==> src/rtl/mux_scan_ctrl.sv <==
// mux_scan_ctrl
//
// Walks the channels enabled by a mask through an 8:1 bit mux, lowest index
// first. It drives the mux select, waits SETTLE_CYCLES extra cycles per
// channel, then samples the returned bit into a result word. The finished word
// is offered on a valid/ready output port.
//
// Parameters:
//   SETTLE_CYCLES  extra wait cycles between a new select and its sample (0..3)
//
// Ports:
//   clock          single clock
//   reset          synchronous, active-high reset
//   io_start       start-scan pulse, accepted only while idle
//   io_mask        channel enables, captured on an accepted start
//   io_sel         channel select to the mux (0 when not scanning)
//   io_bit         mux output for the channel on io_sel
//   io_busy        high whenever the controller is not idle
//   io_out_valid   result word available
//   io_out_ready   consumer accepts the result
//   io_out_bits    bit i = sample of channel i, 0 for masked-off channels
//   io_out_count   number of channels sampled (0..8)
//   dbg_state_o    current FSM state (0 idle, 1 scan, 2 hold)
//
// Output handshake: a result transfers on every rising clock edge where
// io_out_valid and io_out_ready are both high. Once io_out_valid is raised,
// it and the result fields stay unchanged until that transfer happens.
// io_out_ready may be driven freely and has no combinational path to any
// output.

module mux_scan_ctrl #(
    parameter int unsigned SETTLE_CYCLES = 0
) (
    input  logic       clock,
    input  logic       reset,
    input  logic       io_start,
    input  logic [7:0] io_mask,
    output logic [2:0] io_sel,
    input  logic       io_bit,
    output logic       io_busy,
    output logic       io_out_valid,
    input  logic       io_out_ready,
    output logic [7:0] io_out_bits,
    output logic [3:0] io_out_count,
    output logic [1:0] dbg_state_o
);

    typedef enum logic [1:0] {
        ST_IDLE = 2'd0,
        ST_SCAN = 2'd1,
        ST_HOLD = 2'd2
    } state_t;

    localparam logic [1:0] SETTLE_LAST = 2'(SETTLE_CYCLES);

    state_t     state_q, state_d;
    logic [7:0] pend_q, pend_d;
    logic [1:0] cnt_q, cnt_d;
    logic [7:0] bits_q, bits_d;
    logic [3:0] count_q, count_d;

    logic [2:0] low_idx;
    logic [7:0] pend_after;

    // Lowest set bit of the pending mask; scanning downward lets the lowest
    // index win. Once a channel is sampled its bit is cleared, so the next
    // enabled channel is selected on the very next cycle with no dead cycle.
    always_comb begin
        low_idx = 3'd0;
        for (int i = 7; i >= 0; i--) begin
            if (pend_q[i]) begin
                low_idx = 3'(i);
            end
        end
    end

    assign pend_after = pend_q & ~(8'd1 << low_idx);

    always_ff @(posedge clock) begin
        if (reset) begin
            state_q <= ST_IDLE;
            pend_q  <= 8'd0;
            cnt_q   <= 2'd0;
            bits_q  <= 8'd0;
            count_q <= 4'd0;
        end else begin
            state_q <= state_d;
            pend_q  <= pend_d;
            cnt_q   <= cnt_d;
            bits_q  <= bits_d;
            count_q <= count_d;
        end
    end

    always_comb begin
        state_d = state_q;
        pend_d  = pend_q;
        cnt_d   = cnt_q;
        bits_d  = bits_q;
        count_d = count_q;
        case (state_q)
            ST_IDLE: begin
                bits_d  = 8'd0;
                count_d = 4'd0;
                cnt_d   = 2'd0;
                if (io_start) begin
                    pend_d  = io_mask;
                    // An empty mask has nothing to sample: report at once.
                    state_d = (io_mask != 8'd0) ? ST_SCAN : ST_HOLD;
                end
            end
            ST_SCAN: begin
                if (cnt_q == SETTLE_LAST) begin
                    bits_d[low_idx] = io_bit;
                    count_d         = count_q + 4'd1;
                    pend_d          = pend_after;
                    cnt_d           = 2'd0;
                    if (pend_after == 8'd0) begin
                        state_d = ST_HOLD;
                    end
                end else begin
                    cnt_d = cnt_q + 2'd1;
                end
            end
            ST_HOLD: begin
                if (io_out_ready) begin
                    state_d = ST_IDLE;
                end
            end
            default: begin
                state_d = ST_IDLE;
            end
        endcase
    end

    assign io_sel       = (state_q == ST_SCAN) ? low_idx : 3'd0;
    assign io_busy      = (state_q != ST_IDLE);
    assign io_out_valid = (state_q == ST_HOLD);
    assign io_out_bits  = bits_q;
    assign io_out_count = count_q;
    assign dbg_state_o  = state_q;

endmodule

==> config.mk <==
export PLATFORM = sky130hd
export DESIGN_NAME = mux_scan_ctrl
export DESIGN_NICKNAME = d
export VERILOG_FILES = /design/src/rtl/mux_scan_ctrl.sv
export SDC_FILE = /design/constraint.sdc
export NUM_CORES = 1
export LEC_CHECK = 0
export ABC_CLOCK_PERIOD_IN_PS = 4190
export CORE_MARGIN = 2
export CORE_UTILIZATION = 55
export CTS_BUF_LIST = sky130_fd_sc_hd__clkbuf_8
export CTS_CLUSTER_DIAMETER = 80
export DETAILED_ROUTE_END_ITERATION = 6
export PLACE_DENSITY = 0.85
export SETUP_SLACK_MARGIN = 0.2
export SLEW_MARGIN = 10
export SYNTH_ARGS = -nofsm -noshare
export SYNTH_HDL_FRONTEND = slang
export SYNTH_SLANG_ARGS = --single-unit
export TNS_END_PERCENT = 10
==> constraint.sdc <==
create_clock -name clock -period 4.19 [get_ports clock]
set_clock_uncertainty 0.05 [all_clocks]
set_input_delay 0.838 -clock clock [delete_from_list [all_inputs] [get_ports clock]]
set_output_delay 0.838 -clock clock [all_outputs]
set_load 0.005 [all_outputs]
# Yosys cells after proc, flatten, opt, wreduce, memory -nomap -nowiden
# Cells that the tools add are included.
# word_totals
word_cells,55
reg_bits,24
out_inout_bits,19
input_bits,13
# classes
order_cmp,2
eq_ne,6
addsub,2
shifts,1
muxes,27
reduce_logical,10
bitwise,2
# op_table
operator,n
case mux 8 bit (2 select lines),2
two-way mux 3 bit,9
two-way mux 8 bit,3
two-way mux 2 bit,6
bitwise AND 8 bit,1
bitwise mux 8 bit,1
logical NOT 8 bit,1
NOT 8 bit,1
case mux 4 bit (2 select lines),1
nonzero test 8 bit,1
"left shift 1 x 3 -> 8 bit, first input constant",1
"inequality test 2 bit, second input constant",3
case mux 2 bit (3 select lines),1
"adder 4 x 1 -> 4 bit, second input constant",1
logical NOT 2 bit,2
"< comparator 3 x 4 -> 1 bit, second input constant",1
two-way mux 4 bit,1
case mux 2 bit (2 select lines),1
AND reduction 4 bit,1
nonzero test 2 bit,2
demux 1 bit (select 3 bit),1
"greater-or-equal comparator 3 x 1 -> 1 bit, second input constant",1
AND reduction 3 bit,1
"adder 2 x 1 -> 2 bit, second input constant",1
6 further kinds,6

# Depth between registers and ports, before layout
# logic_depth
word_depth,15
ltp_mapped,7
ltp_nobuf,7

# Worst setup path before layout
# Ideal clock, no wire load.
# synth_timing
kind,register -> output
startpoint,reg pend_q[1]
endpoint,out io_sel[2]
n_path_buf,1
stages_incl_launch_ff,4
t_arrival_ps,1218
setup_slack_ps,2084
t_required_ps,3302
cell_sequence,dfxtp_1 > buf_2 > or4_1 > nor3_1
# synth_between
elab_chain_len,3
# synth_rtl
item,line_no,rtl
start: declaration,57,"logic [7:0] pend_q, pend_d;"
start signal: assignment,88,pend_q <= pend_d;
two-way mux 3 bit (2 in series),71,if (pend_q[i]) begin
two-way mux 3 bit,136,assign io_sel = (state_q == ST_SCAN) ? low_idx : 3'd0;
end: declaration,38,"output logic [2:0] io_sel,"
# No other way between the ends.

# Worst setup path in the final report
# Ends and elaborated chain as after synthesis.

==> metrics <==
status completed; measured slew at the worst slew-check pin 0.909 ns; largest net degree at the start of global routing 25; final setup vio count 0; syn avg cell area 7.39 um^2; Static Leak 0.000604 uW; Nets 224; Comb pwr share 0.269; worst relative slew slack 0.392; Syn Nets 198; clock root buffer clkbuf_8; Required @ worst endpoint 3.30 ns; TritonCTS buffer count 3; CTS tree yes; vias 1420; Die Height 53.5 um; Filler cells 203; FF+latch count, synth 24; average routed wire per standard cell 15.7 um; area leader, netlist dfxtp_1; DRC marker count from the first detailed-route iteration 47; final design utilization 0.749; worst path arrival time 2.03 ns; Max Buffers Root-to-Sink 2; clock power share 0.250; clk slew on worst S/H paths 0.08 ns; CP Launch Type flop; final WL 3670 um; Final Critical Period 2.91 ns; peak supply drop 0.000301 V; EDFF count, synth 0; cell area power density 321 nW/um^2; Slew Viols, Final 0; DRC viols 0; Synth top area share 0.357; Synthesis Warnings 0; post-placement cell count 231; CTS sink cnt 24; Port-buffer cells 31; hold buffer count at cts 0; switching power 174 uW; DIE WIDTH 53.5 um; clk_lat worst skew 0.26 ns; Post-synth ARST share 0; RSZ-0062 raised after global routing no; Fmax 343 MHz; Total GRT Usage 0.284; Internal 368 uW; Max-Cap Viols 0; postcts setup bufs 0; DR vias/cell 6.07; Synth top cells by count 26 x a21oi_1, 24 x dfxtp_1, 22 x nor2_1; area occupied by registers 480 um^2; Syn Inst Count 182; Multi-input gate area 791 um^2; Setup TNS 0 ns; synth top area cells dfxtp_1 36%, a21oi_1 9.7%, o21ai_0 6.3%; Finished Layout Cells 234; Seq/Total Area, Yosys 0.357; Mapped Area 1350 um^2; std cell rows 17; CP Capture Type output port; final hold violations 0; Sw Share 0.321; Distinct cells, synth 38; Starting Density 0.597; drt first pass iters 4; Top Ports 32; crit share post-route 0.696; first-pass GRT wire length 5790 um; Antenna diodes 0; die area 2860 um^2; grt total ovfl 0; DRT antenna net count 0; most frequent cell after synthesis a21oi_1; GPL Wtd Cong 0.863; H-tree depth 1; ys flop type dfxtp_1; Crit Path Max Fanout 10; layout cell share with drive strength beyond 1 0.0437; post-cts resize count 0; Hold Path Class reg -> reg; vias in the first global route 1275; Setup Crit Path Kind reg -> out; Final Power 542 uW; Layout Area Growth over Synthesis 25.5%; initial antenna violation count 0; placed wire-length estimate 2750 um; sequential power share 0.481; area of the core 2250 um^2
per-layer routing:
layer | global-route usage | vias to the layer above | share of wire
met5 | 0 | - | 0
met4 | 0.145 | 0 | 0.036
met3 | 0.0339 | 16 | 0.044
met2 | 0.496 | 49 | 0.50
met1 | 0.336 | 654 | 0.42
li1 | - | 701 | -
worst max-delay path, stage by stage, from the launching register on:
cell,delay (ns)
dfxtp_1,0.39
or4_1,0.63
nor3_1,0.21
clkdlybuf4s50_1,0.53
sequential cells by signal, indices dropped and copies added, names as in the netlist:
signal        cells
cnt_q             2
dbg_state_o       2
pend_q            8
io_out_bits       8
io_out_count      4
power by group through the flow:
| stage | sequential [uW] | combinational [uW] | clock (uW) |
|---|---|---|---|
| final | 260 | 146 | 136 |
| after global routing | 263 | 158 | 144 |
| after CTS | 259 | 144 | 135 |
| after detailed placement | 265 | 142 | 0 |
| after global placement | 263 | 138 | 0 |
| after floorplan | 253 | 103 | 0 |
worst paths after layout:
check	start	to	slack, ns	cells past startpoint
worst max register to register	pend_q[1]	pend_q[6]	2.16	5
worst min register to register	io_out_bits[5]	io_out_bits[5]	0.43	2
worst min-delay path	io_out_bits[5]	io_out_bits[5]	0.43	2
worst max-delay path	pend_q[1]	io_sel[2]	1.28	3
cell families after synthesis:
kind of cell	count (synthesis)	share of synthesized area
compound gates	61	0.270
xor+xnor	2	0.0130
fa+ha+maj	4	0.0363
buf+inv	18	0.0549
flops	24	0.357
mux	1	0.0112
simple gates	72	0.258
cell type report:
| cell class | instances | area share |
|---|---|---|
| multi-input cells | 140 | 0.468 |
| clock buffers | 3 | 0.0245 |
| repair buffers | 31 | 0.184 |
| well taps | 28 | 0.0208 |
| flip-flops and latches | 24 | 0.285 |
| inverters | 8 | 0.0178 |
placed cells by master, fill, tap and decap left out, types with 2 or more instances in the layout:
master	instances
ha_1	3
nor4_1	2
xor2_1	2
a21o_1	2
clkbuf_8	3
o21ai_0	17
nor2b_1	6
a22oi_1	3
a211oi_1	2
nand2_1	20
nand3_1	5
dfxtp_1	24
clkdlybuf4s50_1	31
or4_1	3
nor2_1	22
inv_1	8
a21oi_1	26
nor3_1	7
per-stage QoR:
step	instance area (um^2)	setup WS, ns	hold slack [ns]
5_1_grt	1690	1.20	0.451
2_1_floorplan	1350	2.08	0.416
3_5_place_dp	1650	1.58	0.413
3_3_place_gp	1650	1.64	0.411
4_1_cts	1690	1.29	0.425
6_report	1690	1.28	0.426
(Power assumes the default switching activity.)
